===== src/rtl/glm_sbox_compress_if.sv =====
// Handshake and share bus between the GLM S-box domain evaluators, the
// compression stage and the round datapath.
interface glm_sbox_compress_if #(
    parameter int unsigned NUM_DOMAINS = 16
);
    logic                       in_valid;
    logic                       in_ready;
    logic [8*NUM_DOMAINS-1:0]   dom_in;
    logic                       out_valid;
    logic                       out_ready;
    logic [3:0]                 s_sh0;
    logic [3:0]                 s_sh1;
    logic [3:0]                 t_sh0;
    logic [3:0]                 t_sh1;

    modport slave (
        input  in_valid, dom_in, out_ready,
        output in_ready, out_valid, s_sh0, s_sh1, t_sh0, t_sh1
    );

    modport master (
        output in_valid, dom_in, out_ready,
        input  in_ready, out_valid, s_sh0, s_sh1, t_sh0, t_sh1
    );
endinterface


===== src/rtl/glm_sbox_compress.sv =====
// Two-stage compression of GLM-masked PRINCE S-box domain outputs: a verbatim
// glitch-barrier register followed by a registered XOR fold into two shares.
module glm_sbox_compress #(
    parameter int unsigned NUM_DOMAINS = 16,
    parameter int unsigned SEL_BIT     = 3
) (
    input  logic                clk,
    input  logic                rst_n,
    glm_sbox_compress_if.slave  io
);
    localparam int unsigned DOM_W = 8;
    localparam int unsigned SH_W  = 4;
    localparam int unsigned BUS_W = DOM_W * NUM_DOMAINS;

    logic              v1_q, v1_d;
    logic              v2_q, v2_d;
    logic [BUS_W-1:0]  reg1_q, reg1_d;
    logic [SH_W-1:0]   s0_q, s0_d, s1_q, s1_d;
    logic [SH_W-1:0]   t0_q, t0_d, t1_q, t1_d;
    logic [SH_W-1:0]   s0_x, s1_x, t0_x, t1_x;
    logic              in_ready_c;
    logic              accept;
    logic              load2;

    // Ready depends only on registered occupancy and downstream ready.
    assign in_ready_c = ~v1_q | ~v2_q | io.out_ready;
    assign accept     = io.in_valid & in_ready_c;
    assign load2      = v1_q & (~v2_q | io.out_ready);

    // Fold every domain into share 0 or 1 according to one index bit.
    always_comb begin
        s0_x = '0;
        s1_x = '0;
        t0_x = '0;
        t1_x = '0;
        for (int unsigned d = 0; d < NUM_DOMAINS; d++) begin
            if (((d >> SEL_BIT) & 32'd1) == 32'd0) begin
                s0_x = s0_x ^ reg1_q[d*DOM_W +: SH_W];
                t0_x = t0_x ^ reg1_q[d*DOM_W + SH_W +: SH_W];
            end else begin
                s1_x = s1_x ^ reg1_q[d*DOM_W +: SH_W];
                t1_x = t1_x ^ reg1_q[d*DOM_W + SH_W +: SH_W];
            end
        end
    end

    // Next state: data registers only move on a load, never get zeroed.
    always_comb begin
        v1_d   = v1_q;
        v2_d   = v2_q;
        reg1_d = reg1_q;
        s0_d   = s0_q;
        s1_d   = s1_q;
        t0_d   = t0_q;
        t1_d   = t1_q;

        if (accept) begin
            reg1_d = io.dom_in;
            v1_d   = 1'b1;
        end else if (load2) begin
            v1_d   = 1'b0;
        end

        if (load2) begin
            s0_d = s0_x;
            s1_d = s1_x;
            t0_d = t0_x;
            t1_d = t1_x;
            v2_d = 1'b1;
        end else if (v2_q & io.out_ready) begin
            v2_d = 1'b0;
        end
    end

    always_ff @(posedge clk or negedge rst_n) begin
        if (!rst_n) begin
            v1_q   <= 1'b0;
            v2_q   <= 1'b0;
            reg1_q <= '0;
            s0_q   <= '0;
            s1_q   <= '0;
            t0_q   <= '0;
            t1_q   <= '0;
        end else begin
            v1_q   <= v1_d;
            v2_q   <= v2_d;
            reg1_q <= reg1_d;
            s0_q   <= s0_d;
            s1_q   <= s1_d;
            t0_q   <= t0_d;
            t1_q   <= t1_d;
        end
    end

    assign io.in_ready  = in_ready_c;
    assign io.out_valid = v2_q;
    assign io.s_sh0     = s0_q;
    assign io.s_sh1     = s1_q;
    assign io.t_sh0     = t0_q;
    assign io.t_sh1     = t1_q;
endmodule


===== src/flat_wrapper.sv =====
// flat-port wrapper written by rule: the top's interface ports become plain ports
module glm_sbox_compress_flat 
#(
    parameter int unsigned NUM_DOMAINS = 16,
    parameter int unsigned SEL_BIT     = 3
)
  (clk, rst_n, io_in_valid, io_dom_in, io_out_ready, io_in_ready, io_out_valid, io_s_sh0, io_s_sh1, io_t_sh0, io_t_sh1);
  glm_sbox_compress_if #(.NUM_DOMAINS(NUM_DOMAINS)) io_i ();
  input  logic clk;
  input  logic rst_n;
  input wire logic [$bits(io_i.in_valid)-1:0] io_in_valid;
  input wire logic [$bits(io_i.dom_in)-1:0] io_dom_in;
  input wire logic [$bits(io_i.out_ready)-1:0] io_out_ready;
  output wire logic [$bits(io_i.in_ready)-1:0] io_in_ready;
  output wire logic [$bits(io_i.out_valid)-1:0] io_out_valid;
  output wire logic [$bits(io_i.s_sh0)-1:0] io_s_sh0;
  output wire logic [$bits(io_i.s_sh1)-1:0] io_s_sh1;
  output wire logic [$bits(io_i.t_sh0)-1:0] io_t_sh0;
  output wire logic [$bits(io_i.t_sh1)-1:0] io_t_sh1;
  assign io_i.in_valid = io_in_valid;
  assign io_i.dom_in = io_dom_in;
  assign io_i.out_ready = io_out_ready;
  assign io_in_ready = io_i.in_ready;
  assign io_out_valid = io_i.out_valid;
  assign io_s_sh0 = io_i.s_sh0;
  assign io_s_sh1 = io_i.s_sh1;
  assign io_t_sh0 = io_i.t_sh0;
  assign io_t_sh1 = io_i.t_sh1;
  glm_sbox_compress #(.NUM_DOMAINS(NUM_DOMAINS), .SEL_BIT(SEL_BIT)) u_core (.clk(clk), .rst_n(rst_n), .io(io_i));
endmodule

===== config.mk =====
export PLATFORM = sky130hd
export DESIGN_NAME = glm_sbox_compress_flat
export DESIGN_NICKNAME = d
export VERILOG_FILES = /design/src/rtl/glm_sbox_compress_if.sv /design/src/rtl/glm_sbox_compress.sv /design/src/flat_wrapper.sv
export SDC_FILE = /design/constraint.sdc
export NUM_CORES = 1
export LEC_CHECK = 0
export CORE_UTILIZATION = 55
export DETAILED_ROUTE_END_ITERATION = 6
export PLACE_DENSITY = 0.86
export SETUP_SLACK_MARGIN = 0.4
export SYNTH_ARGS = -nofsm -noshare
export SYNTH_HDL_FRONTEND = slang
export SYNTH_SLANG_ARGS = --single-unit

===== constraint.sdc =====
create_clock -name clk -period 3.15 [get_ports clk]
set_input_delay 0.315 -clock clk [delete_from_list [all_inputs] [get_ports clk]]
set_output_delay 0.315 -clock clk [all_outputs]
set_load 0.02 [all_outputs]

==> impl_results.md <==
- Post-Synth XOR/XNOR Area: 14.1%
- Mapped Nets: 573
- HPWL Detailed: 9430 µm
- Number of remaining DRC errors: 0
- Data required, critical path: 2.83 ns
- Worst Setup End Kind: output pin
- Register bit total from synthesis: 146
- Clock tree root buffer cell: clkbuf_16
- Critical R2R Launch: u_core.io.out_valid
- Status: finished with violations
- Nets: 729
- Compound-Gate Fraction of Synth Area: 1.15%
- Max-slew headroom: 33.2%
- Die height: 115 µm
- Largest net degree at the start of global routing: 97
- Initial antenna violation count: 0
- Logic pwr share: 31.3%
- CTS tree: done
- Area Overhead vs Synth: 28.8%
- R2r setup slk: 1.28 ns
- Worst Path Max Fanout: 3
- Sw Share: 28.2%
- Post-Syn Area per Cell: 15.8 µm²
- Yosys synthesis warning count: 0
- Pins over their slew limit: 0
- Clock skew: 0.00456 ns
- Die Wd: 115 µm
- Max Clk Rate: 0.526 GHz
- Post-Synth Simple-Gate Area: 1.65%
- MaxCap Viol Count: 0
- Row cnt: 40
- Final Hold Viols: 2
- Cells after Synth: 441
- P_sw: 1.73 mW
- # diodes: 0
- # IOs: 150
- Clock network fraction of total power: 28.4%
- Max VDD drop: 0.410 mV
- Synth top area share: 52.4%
- Clk sink count: 146
- Initial Util: 57.3%
- Number of global-route vias before repair: 4185
- Worst min path class: primary input to async pin
- Startpoint types: primary input
- Minimum clock period: 1.90 ns
- Synth cell types: 14
- RSZ-0062 raised after global routing: no
- Largest area contributor in the netlist: dfrtp_1
- Synth Flop Type: dfrtp_1
- Internal power: 4.41 mW
- Post-synth EDFFs: 0
- Mean routed wirelength per cell: 17.3 µm
- P per Cell Area: 684 mW/mm²
- Synthesized cell area: 0.00697 mm²
- Total negative slack: 0 ns
- Clock Latency Late Sink: 0.41 ns
- GRT Overall Usage: 21.9%
- Adder-cell share of the synthesized area: 0%
- Htree depth: 4
- Worst setup path start: io_out_ready
- CTS buffer count: 17
- Routed WL: 13400 µm
- WHS: -0.000530 ns
- Clock-pin slew on the worst setup and hold paths: 0.05 ns
- 1st-pass router iterations: 4
- Mux contribution to synthesized area: 26.8%
- WS Path Type: primary input to output pin
- GRT overflow: 0
- I/O Buffers: 149
- Failing checks: hold timing
- ANT nets after route: 0
- First-pass GRT wire length: 21300 µm
- Post-cts resize count: 0
- Sequential fraction of the synthesis area: 52.4%
- Post-CTS setup buffer count: 0
- Routed vias: 3819
- Largest family of logic cells by synthesized area: multiplexers
- Fill cells: 809
- Die area: 0.0131 mm²
- Final worst-path cycle share: 60.3%
- Worst-margin pin slew: 1.00 ns
- Leakage: 3.92 nW
- Routability Congestion: 0.758
- Seq pwr share: 40.3%
- Reg2Reg Depth: 4
- Final setup viols: 0
- Initial DRC count: 211
- Synth top cells by count: dfrtp_1, mux2_4, xnor2_1
- Post-synthesis async set-or-reset flop share: 100%
- Crit path DAT: 1.59 ns
- Synth area leaders: dfrtp_1, mux2_4, xnor2_1
- Clock tree buffer depth: 2
- Most common cell in the netlist: dfrtp_1
- CP endpoint: io_in_ready
- Mean number of vias per cell: 4.92
- Core Footprint: 0.0122 mm²
- DP Area: 0.00847 mm²
- CTS Hold Buffers Added: 0
- Finished Cell Area: 0.00898 mm²
- Reg2reg end: u_core.reg1_q[48]
- Share of layout cells above drive strength 1: 26.4%
## final cells by class
cell class / instances / area (µm²) / share of cell area (%)
sequential: 146 / 3650 / 40.7
clock inverter: 6 / 32.5 / 0.362
timing repair buffer: 154 / 1560 / 17.3
clock buffer: 25 / 475 / 5.30
multi-input combinational: 278 / 3050 / 34.0
tap: 168 / 210 / 2.34
## worst max-delay path: stages
cell and delay, ns:
clkdlybuf4s50_1 0.48, nand3b_4 0.17, clkdlybuf4s50_1 0.62
## kinds of logic after synthesis
kind of cell,after synthesis
XOR/XNOR,112
buffers and inverters,17
flip-flops,146
AO/OA/AOI/OAI,16
AND/OR/NAND/NOR,22
multiplexers,128
## worst min path at each step
stage                     start             endpoint  slack, ns  cells past startpoint
after floorplan           rst_n  u_core.io.out_valid       0.02                      0
after global placement    rst_n    u_core.reg1_q[40]       0.46                      1
after detailed placement  rst_n    u_core.reg1_q[40]       0.47                      1
after CTS                 rst_n    u_core.reg1_q[40]       0.03                      1
after global routing      rst_n    u_core.reg1_q[40]       0.07                      1
final                     rst_n    u_core.reg1_q[32]    -0.0005                      1
## per-stage QoR
step | total power, mW | worst slack [ns] | utilization (%) | hold slack, ns | std cells
final | 6.14 | 1.25 | 73.8 | -0.000530 | 777
after global routing | 6.43 | 1.19 | 73.8 | 0.0668 | 777
after CTS | 6.20 | 1.23 | 73.8 | 0.0339 | 777
after detailed placement | 4.43 | 0.856 | 69.6 | 0.469 | 746
after global placement | 4.34 | 0.923 | 69.6 | 0.458 | 746
after floorplan | 3.79 | 1.66 | - | 0.0194 | 441
## power by group through the flow
stage,sequential (mW),clock [mW],combinational [mW]
after floorplan,2.57,0,1.22
after global placement,2.47,0,1.87
after detailed placement,2.49,0,1.93
after CTS,2.47,1.78,1.95
after global routing,2.51,1.87,2.06
final,2.47,1.74,1.92
## sequential cells by signal, summed over array words and instances, names as in the netlist
signal	count
u_core.io.t_sh0	4
u_core.io.t_sh1	4
u_core.v1_q	1
u_core.io.s_sh1	4
u_core.io.out_valid	1
u_core.io.s_sh0	4
u_core.reg1_q	128
## cell usage in the layout (no fill, tap or decap)
cell type / n
clkbuf_16: 17
buf_4: 3
clkinv_2: 5
mux2_4: 113
o21ai_0: 16
nand2_1: 17
or2b_1: 1
clkbuf_8: 2
nand2b_1: 2
nand3b_4: 1
clkdlybuf4s50_1: 148
nand2_8: 1
clkinvlp_4: 1
xnor2_1: 112
buf_6: 1
dfrtp_1: 146
buf_12: 2
mux2_2: 15
clkbuf_1: 6
## per-layer routing
metal / up-vias / wire length (µm) / track usage (%) / share of wire (%)
met2: 127 / 6510 / 36.8 / 48
met5: - / 0 / 0 / 0
met4: 0 / 106 / 5.71 / 0.79
met1: 1903 / 5640 / 26.2 / 42
li1: 1779 / - / - / -
met3: 10 / 1170 / 8.68 / 8.7
(Power assumes the default switching activity.)
